$ cat src/rtl/calc_display_pkg.sv
// Shared types, segment constants and helpers for the result display stage.
package calc_display_pkg;

    typedef enum logic [1:0] {
        IDLE,
        CONVERT,
        DONE
    } disp_state_t;

    localparam logic [6:0] SEG_BLANK = 7'h7F;
    localparam logic [6:0] SEG_ZERO  = 7'h40;

    // Active-low {g,f,e,d,c,b,a} pattern for a BCD nibble; non-decimal codes blank.
    function automatic logic [6:0] seg7_of(input logic [3:0] nibble);
        logic [6:0] s;
        case (nibble)
            4'd0:    s = SEG_ZERO;
            4'd1:    s = 7'h79;
            4'd2:    s = 7'h24;
            4'd3:    s = 7'h30;
            4'd4:    s = 7'h19;
            4'd5:    s = 7'h12;
            4'd6:    s = 7'h02;
            4'd7:    s = 7'h78;
            4'd8:    s = 7'h00;
            4'd9:    s = 7'h10;
            default: s = SEG_BLANK;
        endcase
        return s;
    endfunction

    // 10^e, used only for the elaboration-time digit-count check.
    function automatic longint unsigned pow10(input int unsigned e);
        longint unsigned p;
        p = 64'd1;
        for (int unsigned i = 0; i < e; i++) begin
            p = p * 64'd10;
        end
        return p;
    endfunction

endpackage

$ cat src/rtl/result_bcd_display_bcd_to_seg7.sv
// Combinational decode of the selected BCD digit, with forced blanking.
module bcd_to_seg7
    import calc_display_pkg::*;
(
    input  logic [3:0] nibble,
    input  logic       blank,
    output logic [6:0] seg
);

    // Blanking overrides the digit pattern.
    always_comb begin
        seg = blank ? SEG_BLANK : seg7_of(nibble);
    end

endmodule

$ cat src/rtl/result_bcd_display.sv
// Result capture, iterative double-dabble BCD conversion and multiplexed
// active-low 7-segment display with leading-zero blanking.
module result_bcd_display
    import calc_display_pkg::*;
#(
    parameter int unsigned N        = 4,
    parameter int unsigned DIGITS   = 3,
    parameter int unsigned SCAN_DIV = 50000
) (
    input  logic                clk,
    input  logic                rst_n,
    input  logic                load,
    input  logic [2*N-1:0]      resultado,
    input  logic [3:0]          banderas,
    output logic                busy,
    output logic [6:0]          seg,
    output logic [DIGITS-1:0]   an,
    output logic [3:0]          leds
);

    localparam int unsigned RW   = 2 * N;
    localparam int unsigned BW   = 4 * DIGITS;
    localparam int unsigned CW   = (SCAN_DIV > 2) ? $clog2(SCAN_DIV) : 1;
    localparam int unsigned IW   = (DIGITS > 1) ? $clog2(DIGITS) : 1;
    localparam int unsigned ITW  = $clog2(RW + 1);

    if (pow10(DIGITS) <= ((64'd1 << RW) - 64'd1)) begin : g_digits_too_few
        $error("DIGITS too small to display a %0d-bit result", RW);
    end
    if (SCAN_DIV < 2) begin : g_scan_div_too_small
        $error("SCAN_DIV must be at least 2");
    end

    disp_state_t      state;
    logic [RW-1:0]    bin_sr;
    logic [BW-1:0]    bcd_sr;
    logic [BW-1:0]    bcd_adj;
    logic [BW-1:0]    disp_val;
    logic [3:0]       flag_hold;
    logic [ITW-1:0]   iter;

    logic [CW-1:0]    scan_cnt;
    logic [IW-1:0]    idx;
    logic [3:0]       sel_nib;
    logic             sel_blank;
    logic [6:0]       seg_next;

    // Add-3 correction on every nibble that is 5 or more; no inter-nibble carry.
    always_comb begin
        bcd_adj = bcd_sr;
        for (int unsigned k = 0; k < DIGITS; k++) begin
            if (bcd_sr[4*k +: 4] >= 4'd5) begin
                bcd_adj[4*k +: 4] = bcd_sr[4*k +: 4] + 4'd3;
            end
        end
    end

    // Capture / convert / commit sequencer; display and LEDs update only on commit.
    always_ff @(posedge clk or negedge rst_n) begin
        if (!rst_n) begin
            state     <= IDLE;
            bin_sr    <= '0;
            bcd_sr    <= '0;
            iter      <= '0;
            flag_hold <= '0;
            disp_val  <= '0;
            leds      <= '0;
            busy      <= 1'b0;
        end else begin
            case (state)
                IDLE: begin
                    if (load) begin
                        bin_sr    <= resultado;
                        flag_hold <= banderas;
                        bcd_sr    <= '0;
                        iter      <= '0;
                        busy      <= 1'b1;
                        state     <= CONVERT;
                    end
                end
                CONVERT: begin
                    bcd_sr <= {bcd_adj[BW-2:0], bin_sr[RW-1]};
                    bin_sr <= {bin_sr[RW-2:0], 1'b0};
                    iter   <= iter + 1'b1;
                    if (iter == ITW'(RW - 1)) begin
                        state <= DONE;
                    end
                end
                DONE: begin
                    disp_val <= bcd_sr;
                    leds     <= flag_hold;
                    busy     <= 1'b0;
                    state    <= IDLE;
                end
                default: state <= IDLE;
            endcase
        end
    end

    // Select the scanned digit and decide whether it is a leading zero.
    always_comb begin
        sel_nib   = '0;
        sel_blank = (idx != '0);
        for (int unsigned k = 0; k < DIGITS; k++) begin
            if (idx == IW'(k)) begin
                sel_nib = disp_val[4*k +: 4];
            end
            if ((k >= 32'(idx)) && (disp_val[4*k +: 4] != 4'd0)) begin
                sel_blank = 1'b0;
            end
        end
    end

    bcd_to_seg7 u_dec (
        .nibble (sel_nib),
        .blank  (sel_blank),
        .seg    (seg_next)
    );

    // Free-running scan: dwell SCAN_DIV cycles per digit, registered an/seg.
    always_ff @(posedge clk or negedge rst_n) begin
        if (!rst_n) begin
            scan_cnt <= '0;
            idx      <= '0;
            an       <= '1;
            seg      <= SEG_BLANK;
        end else begin
            an  <= ~(DIGITS'(1) << idx);
            seg <= seg_next;
            if (scan_cnt == CW'(SCAN_DIV - 1)) begin
                scan_cnt <= '0;
                idx      <= (idx == IW'(DIGITS - 1)) ? '0 : idx + 1'b1;
            end else begin
                scan_cnt <= scan_cnt + 1'b1;
            end
        end
    end

endmodule

$ cat config.mk
export PLATFORM = sky130hd
export DESIGN_NAME = result_bcd_display
export DESIGN_NICKNAME = d
export VERILOG_FILES = /design/src/rtl/calc_display_pkg.sv /design/src/rtl/result_bcd_display_bcd_to_seg7.sv /design/src/rtl/result_bcd_display.sv
export SDC_FILE = /design/constraint.sdc
export NUM_CORES = 1
export LEC_CHECK = 0
export ABC_AREA = 1
export ABC_CLOCK_PERIOD_IN_PS = 1600
export BUFFER_PORTS_ARGS = -buffer_cell sky130_fd_sc_hd__buf_2
export CORE_ASPECT_RATIO = 0.6
export CORE_MARGIN = 3
export CORE_UTILIZATION = 25
export DETAILED_ROUTE_END_ITERATION = 16
export GPL_ROUTABILITY_DRIVEN = 0
export GPL_TIMING_DRIVEN = 1
export MAX_ROUTING_LAYER = met4
export SLEW_MARGIN = 20
export SYNTH_ARGS = -nofsm -noshare
export SYNTH_HDL_FRONTEND = slang
export SYNTH_SLANG_ARGS = --single-unit
$ cat constraint.sdc
create_clock -name clk -period 1.6 [get_ports clk]
set_clock_uncertainty 0.05 [all_clocks]
set_input_delay 0.16 -clock clk [delete_from_list [all_inputs] [get_ports clk]]
set_output_delay 0.16 -clock clk [all_outputs]
set_load 0.03 [all_outputs]
=== Word level (Yosys, flattened, before mapping) ===
Memory sizes are Yosys's and may differ from the RTL's.
Index checks and enable logic that the tools add are counted.
Widths: inputs -> output; s select.

* Input port bits: 15
* ROM bits: 112
* Output and inout port bits: 15
* Latch bits: 0
* Bits in writable memories: 0
* Memories kept: 1
* Word-level logic and storage cells: 73
* Bits in registers: 75

* Eq/ne operators: 8
* Add/subtract/negate cells: 6
* Multipliers: 0
* Div/mod/pow operators: 0
* Shifts and indexed selects: 1
* $lt $le $gt $ge: 6
* Reduce and logical (&&, ||, !) cells: 15
* Bitwise operators: 1
* Mux-type cells: 23

{| class="wikitable"
|+ Memory list
! memory !! depth !! width !! rd ports !! clocked after memory_dff !! wr ports !! line !! text
|-
| (no name shown) || 16 || 7 || 1 || 0 || 0 || calc_display_pkg.sv:16 || <nowiki>case (nibble)</nowiki>
|}

{| class="wikitable"
|+ Operators by type and width
! kind !! number
|-
| $mux 4 || 6
|-
| $pmux 12 s2 || 1
|-
| $add 16x1->16 const B || 1
|-
| $eq 16x16->1 const B || 1
|-
| $mux 16 || 1
|-
| $pmux 8 s2 || 1
|-
| $ge 4x3->1 const B || 3
|-
| $mux 12 || 1
|-
| $reduce_bool 4->1 || 3
|-
| $add 4x2->4 const B || 2
|-
| $mux 8 || 1
|-
| $pmux 4 s2 || 1
|-
| $reduce_and 2->1 || 4
|-
| $mux 7 || 1
|-
| $mux 2 || 3
|-
| $reduce_bool 2->1 || 3
|-
| $add 4x1->4 const B || 1
|-
| $eq 2x1->1 const B || 2
|-
| $eq 2x2->1 const B || 2
|-
| $eq 4x3->1 const B || 1
|-
| $ge 1x2->1 const A || 2
|-
| $logic_not 2->1 || 2
|-
| $mux 1 || 4
|-
| $ne 2x2->1 const B || 2
|-
| other kinds (9) || 11
|}

=== Longest topological paths before layout ===
* Depth in word-level cells: 6
* Depth in mapped cells: 11
* Gate-level depth less buffers: 10

=== Modules after synthesis ===
A second synthesis with hierarchy kept.

* Cells, all modules: 421
* Area total of the unflattened synthesis: 3,599.7 µm²

{| class="wikitable"
|+ By module, submodules not included
! module !! sequential area each (µm²) !! cells an instance !! instances !! area an instance (µm²)
|-
| result_bcd_display || 1,889.3 || 384 || 1 || 3,395.8
|-
| bcd_to_seg7 || 0.0 || 37 || 1 || 203.9
|}

=== Worst setup path before layout ===
No wires, ideal clock.

* Path type: reg-to-reg
* From: reg idx[0]
* To: reg seg[5]
* Buffers on the path: 1
* Arrival time: 1.353 ns
* Path slack: 0.136 ns
* Period minus slack after synthesis: 1.464 ns
* Required time: 1.489 ns
* Stages on the path, launching flop included: 12
* Library setup time: 0.061 ns
* Cells stage by stage: dfrtp_1 buf_4 nor2_2 nand2_1 nand2_2 nor2_8 inv_2 ha_1 inv_1 a21oi_1 nand2_1 nand2_1

* Word-level cells in the longest chain between the ends: 6
* Elaborated cells on any way between the ends: 18
* Classes of those cells: order compare: 3; eq/ne: 2; mux: 7; reduce/logical: 5; memory: 1

{| class="wikitable"
|+ Ends and longest elaborated chain
! what !! line !! text
|-
| from (decl) || result_bcd_display.sv:43 || <nowiki>logic [IW-1:0] idx;</nowiki>
|-
| from (signal assigned) || result_bcd_display.sv:132 || <nowiki>idx <= (idx == IW'(DIGITS - 1)) ? '0 : idx + 1'b1;</nowiki>
|-
| $logic_not 2->1 / $ge 1x2->1 (equally long branches) || result_bcd_display.sv:105, result_bcd_display.sv:108 ||
|-
| $mux 4 / $logic_and 1x1->1 (equally long branches) || result_bcd_display.sv:105, result_bcd_display.sv:108 ||
|-
| $mux 4 / $mux 1 (equally long branches) (2 in a row) || result_bcd_display.sv:105, result_bcd_display.sv:108 ||
|-
| $mem_v2 16x7 / $mux 1 (equally long branches) || - ||
|-
| $mux 7 * || result_bcd_display_bcd_to_seg7.sv:12 || <nowiki>seg = blank ? SEG_BLANK : seg7_of(nibble);</nowiki>
|-
| named net seg_next[5] || result_bcd_display.sv:46 || <nowiki>logic [6:0] seg_next;</nowiki>
|-
| to (signal assigned) || result_bcd_display.sv:129 || <nowiki>seg <= seg_next;</nowiki>
|-
| to (decl) || result_bcd_display.sv:16 || <nowiki>output logic [6:0] seg,</nowiki>
|}

The timed path passes the listed nets; every way through them passes the cells marked *.
A chain may end at the register's enable or synchronous reset.

=== Worst setup path in the final report ===
* From: reg idx[0]
* To: reg seg[3]

Same word-level chain as after synthesis.

==> impl_metrics.env <==
export IMPL_finalSetupTns_ns=0
export IMPL_tightest_slew_ns=0.425
export IMPL_synthCells=410
export IMPL_cts_sinks=75
export IMPL_p_int_w=0.00487
export IMPL_slew_violations=0
export IMPL_met3_usage_pct=3.53
export IMPL_setup_viol=0
export IMPL_combPwrFrac_pct=38.1
export IMPL_syn_nets=434
export IMPL_dr_pass1_iters=4
export IMPL_h_tree_depth=3
export IMPL_synth_xor_area_share_pct=3.17
export IMPL_end_kind="flip-flop"
export IMPL_synth_area_mux_share_pct=0.314
export IMPL_hold_end="bin_sr[0]"
export IMPL_slowest_delay_ns=0.48
export IMPL_path_clk_slew_ns=0.06
export IMPL_num_antenna_cells=0
export IMPL_wl_per_cell_um=12.0
export IMPL_synth_compound_area_share_pct=11.4
export IMPL_port_buffers=29
export IMPL_mostFrequentLayoutCells="83 x nand2_1, 63 x dfrtp_1, 49 x inv_1"
export IMPL_yosys_area_share_simple_pct=22.3
export IMPL_fmax_mhz=661
export IMPL_finalCriticalPeriod_ns=1.51
export IMPL_clockPowerShare_pct=24.8
export IMPL_p_leak_nw=2.12
export IMPL_finalCritPeriodShare_pct=94.6
export IMPL_num_vias=2844
export IMPL_synth_fa_ha_area_share_pct=3.14
export IMPL_hold_viol_final=0
export IMPL_layout_commonest_cell="nand2_1"
export IMPL_core_area_um2=13800
export IMPL_row_count=33
export IMPL_cellPowerDensity_nw_per_um2=1770
export IMPL_yosysWarnings=0
export IMPL_grt_max_degree=37
export IMPL_gr_usage_met1_pct=15.8
export IMPL_drt_iter0_markers=174
export IMPL_grt_pass1_vias=2791
export IMPL_drc_errors=0
export IMPL_rsz0062_at_grt="false"
export IMPL_path_cells="nor2_4 -> nand2_2 -> nand2_4 -> nor2_8 -> inv_2 -> ha_4 -> nand2_1 -> nand3_1 -> nand2_1"
export IMPL_cp_buffers_inverters=1
export IMPL_synth_area_top_cells="dfrtp_1 45%, nand2_1 9.0%, dfstp_2 7.3%, inv_1 5.3%, o21ai_0 5.0%"
export IMPL_syn_to_final_growth_pct=25.6
export IMPL_slowest_stage="dfrtp_2"
export IMPL_synth_cell_types=35
export IMPL_grt_busiest_layer="met1"
export IMPL_cts_buffers=9
export IMPL_clockBufferDepth=2
export IMPL_design_area_um2=4510
export IMPL_cts_root_buffer="clkbuf_16"
export IMPL_wl_um=7990
export IMPL_synth_area_um2=3590
export IMPL_startpoint_type="flip-flop"
export IMPL_synth_top_area_share_pct=45.3
export IMPL_critPathMaxFanout=7
export IMPL_dp_hpwl_um=5810
export IMPL_final_nets=492
export IMPL_vias_per_cell=4.28
export IMPL_cts_tree="done"
export IMPL_drive_above_1_share_pct=24.1
export IMPL_worst_r2r_cell_count=9
export IMPL_r2r_slack_ns=0.09
export IMPL_ys_ff_latch=75
export IMPL_r2r_end="seg[3]"
export IMPL_antenna_found_initial=0
export IMPL_drtAntennaViolNets=0
export IMPL_synth_top_family_by_area="simple AND/OR/NAND/NOR gates"
export IMPL_fp_dieH_um=98.8
export IMPL_die_area_um2=15900
export IMPL_drv_cap=0
export IMPL_num_fill_cells=1436
export IMPL_slew_headroom_pct=71.4
export IMPL_start_util_pct=26.0
export IMPL_clk_latency_ns=0.33
export IMPL_yosys_area_top_type="dfrtp_1"
export IMPL_swShare_pct=38.8
export IMPL_overflow=0
export IMPL_path_common_cell="nand2_1"
export IMPL_setup_ws_ns=0.0864
export IMPL_place_ws_ns=0.00681
export IMPL_avgSynthCellArea_um2=8.76
export IMPL_critPathArrivalTime_ns=1.74
export IMPL_min_from="resultado[0]"
export IMPL_grtUsageMet2_pct=14.8
export IMPL_hp_class="in -> reg"
export IMPL_yosysSeqAreaShare_pct=52.6
export IMPL_grt_total_usage_pct=11.0
export IMPL_cp_required_ns=1.83
export IMPL_ios=30
export IMPL_placed_area_um2=4090
export IMPL_worst_r2r_startpoint="idx[0]"
export IMPL_power_switching_w=0.00309
export IMPL_cpLargestDelayFamily="simple AND/OR/NAND/NOR gates"
export IMPL_p_seq_share_pct=37.1
export IMPL_grt_pass1_wl_um=13700
export IMPL_status="finished, final reports clean"
export IMPL_path_class="reg -> reg"
export IMPL_peakVddDrop_v=0.000638
export IMPL_die_w_um=161
export IMPL_min_delay_path_depth=3
[registers in the layout, indices dropped and copies added, names as in the netlist]
name and cells:
busy 1, seg 7, bcd_sr 12, flag_hold 4, scan_cnt 16, state 2
bin_sr 8, disp_val 12, leds 4, iter 4, idx 2, an 3
[synthesized netlist by cell type, drive strengths merged]
cell / n
o22ai: 6
o21bai: 1
inv: 56
xor2: 13
o221ai: 6
nand4: 6
a22o: 1
o211ai: 2
ha: 9
or2: 2
a31oi: 1
a21oi: 11
mux2: 1
dfstp: 10
o21ai: 39
nand3: 25
dfrtp: 65
clkinv: 2
buf: 4
clkbuf: 3
a22oi: 1
nor3: 7
nand2: 90
nor2: 49
[how the worst max path moves through the flow]
stage / end / start / cells past startpoint / slack, ns
6_report: seg[3] / idx[0] / 9 / 0.09
5_1_grt: seg[6] / idx[0] / 10 / 0.0004
4_1_cts: seg[3] / idx[1] / 9 / 0.009
3_5_place_dp: seg[3] / idx[0] / 9 / 0.007
3_3_place_gp: seg[5] / idx[0] / 10 / 0.07
2_1_floorplan: seg[5] / idx[0] / 11 / 0.14
[worst register-to-register path: cells and delay by family, from the launching register on]
family	cells	cell delay, ns
flops	1	0.48
simple gates	7	0.62
fa+ha+maj	1	0.21
buf+inv	1	0.09
[per-stage QoR]
step,hold WS (ns),util [%],power [W],cells
floorplan,-0.186,-,0.00499,410
global placement,0.0608,29.6,0.00575,642
detailed placement,0.0679,29.6,0.00586,642
CTS,0.00875,31.9,0.00789,660
global route,0.0399,32.6,0.00859,665
finish,0.0133,32.6,0.00796,665
[logic make-up (layout without fill, tap and decap cells)]
logic type | count (synthesis) | in the layout
AND/OR/NAND/NOR | 179 | 179
flip-flops | 75 | 75
AO/OA/AOI/OAI | 68 | 68
buffers and inverters | 65 | 128
XOR/XNOR | 13 | 13
adder cells (fa/ha/maj) | 9 | 9
multiplexers | 1 | 1
[layout make-up]
| type | count | area, um^2 | share of cell area (%) |
|---|---|---|---|
| clock inverter | 5 | 35.0 | 0.777 |
| clock buffer | 11 | 264 | 5.85 |
| multi-input combinational | 270 | 1500 | 33.2 |
| tap | 192 | 240 | 5.33 |
| inverter | 58 | 228 | 5.05 |
| timing repair buffer | 53 | 345 | 7.66 |
| sequential | 75 | 1890 | 42.0 |
| timing repair inverter | 1 | 7.51 | 0.166 |
[repair_timing]
action	4_1_cts	5_1_grt
setup buffers	0	4
resized for setup	1	18
hold endpoints to repair	18	0
cloned	0	1
endpoints found under the setup margin	1	27
hold buffers	2	0
pin swaps	0	4
[power by group through the flow]
| stage | logic, W | registers [W] | clock network (W) |
|---|---|---|---|
| 4_1_cts | 0.00291 | 0.00295 | 0.00204 |
| 3_3_place_gp | 0.00279 | 0.00296 | 0 |
| 3_5_place_dp | 0.00289 | 0.00297 | 0 |
| 5_1_grt | 0.00344 | 0.00304 | 0.00211 |
| 6_report | 0.00303 | 0.00296 | 0.00198 |
| 2_1_floorplan | 0.00183 | 0.00316 | 0 |
[metal layers]
layer / vias to the layer above / part of all wire [%]
li1: 1442 / -
met1: 1340 / 55
met2: 54 / 39
met3: 8 / 4.8
met4: 0 / 1.1
met5: - / 0
(Power assumes the default switching activity.)
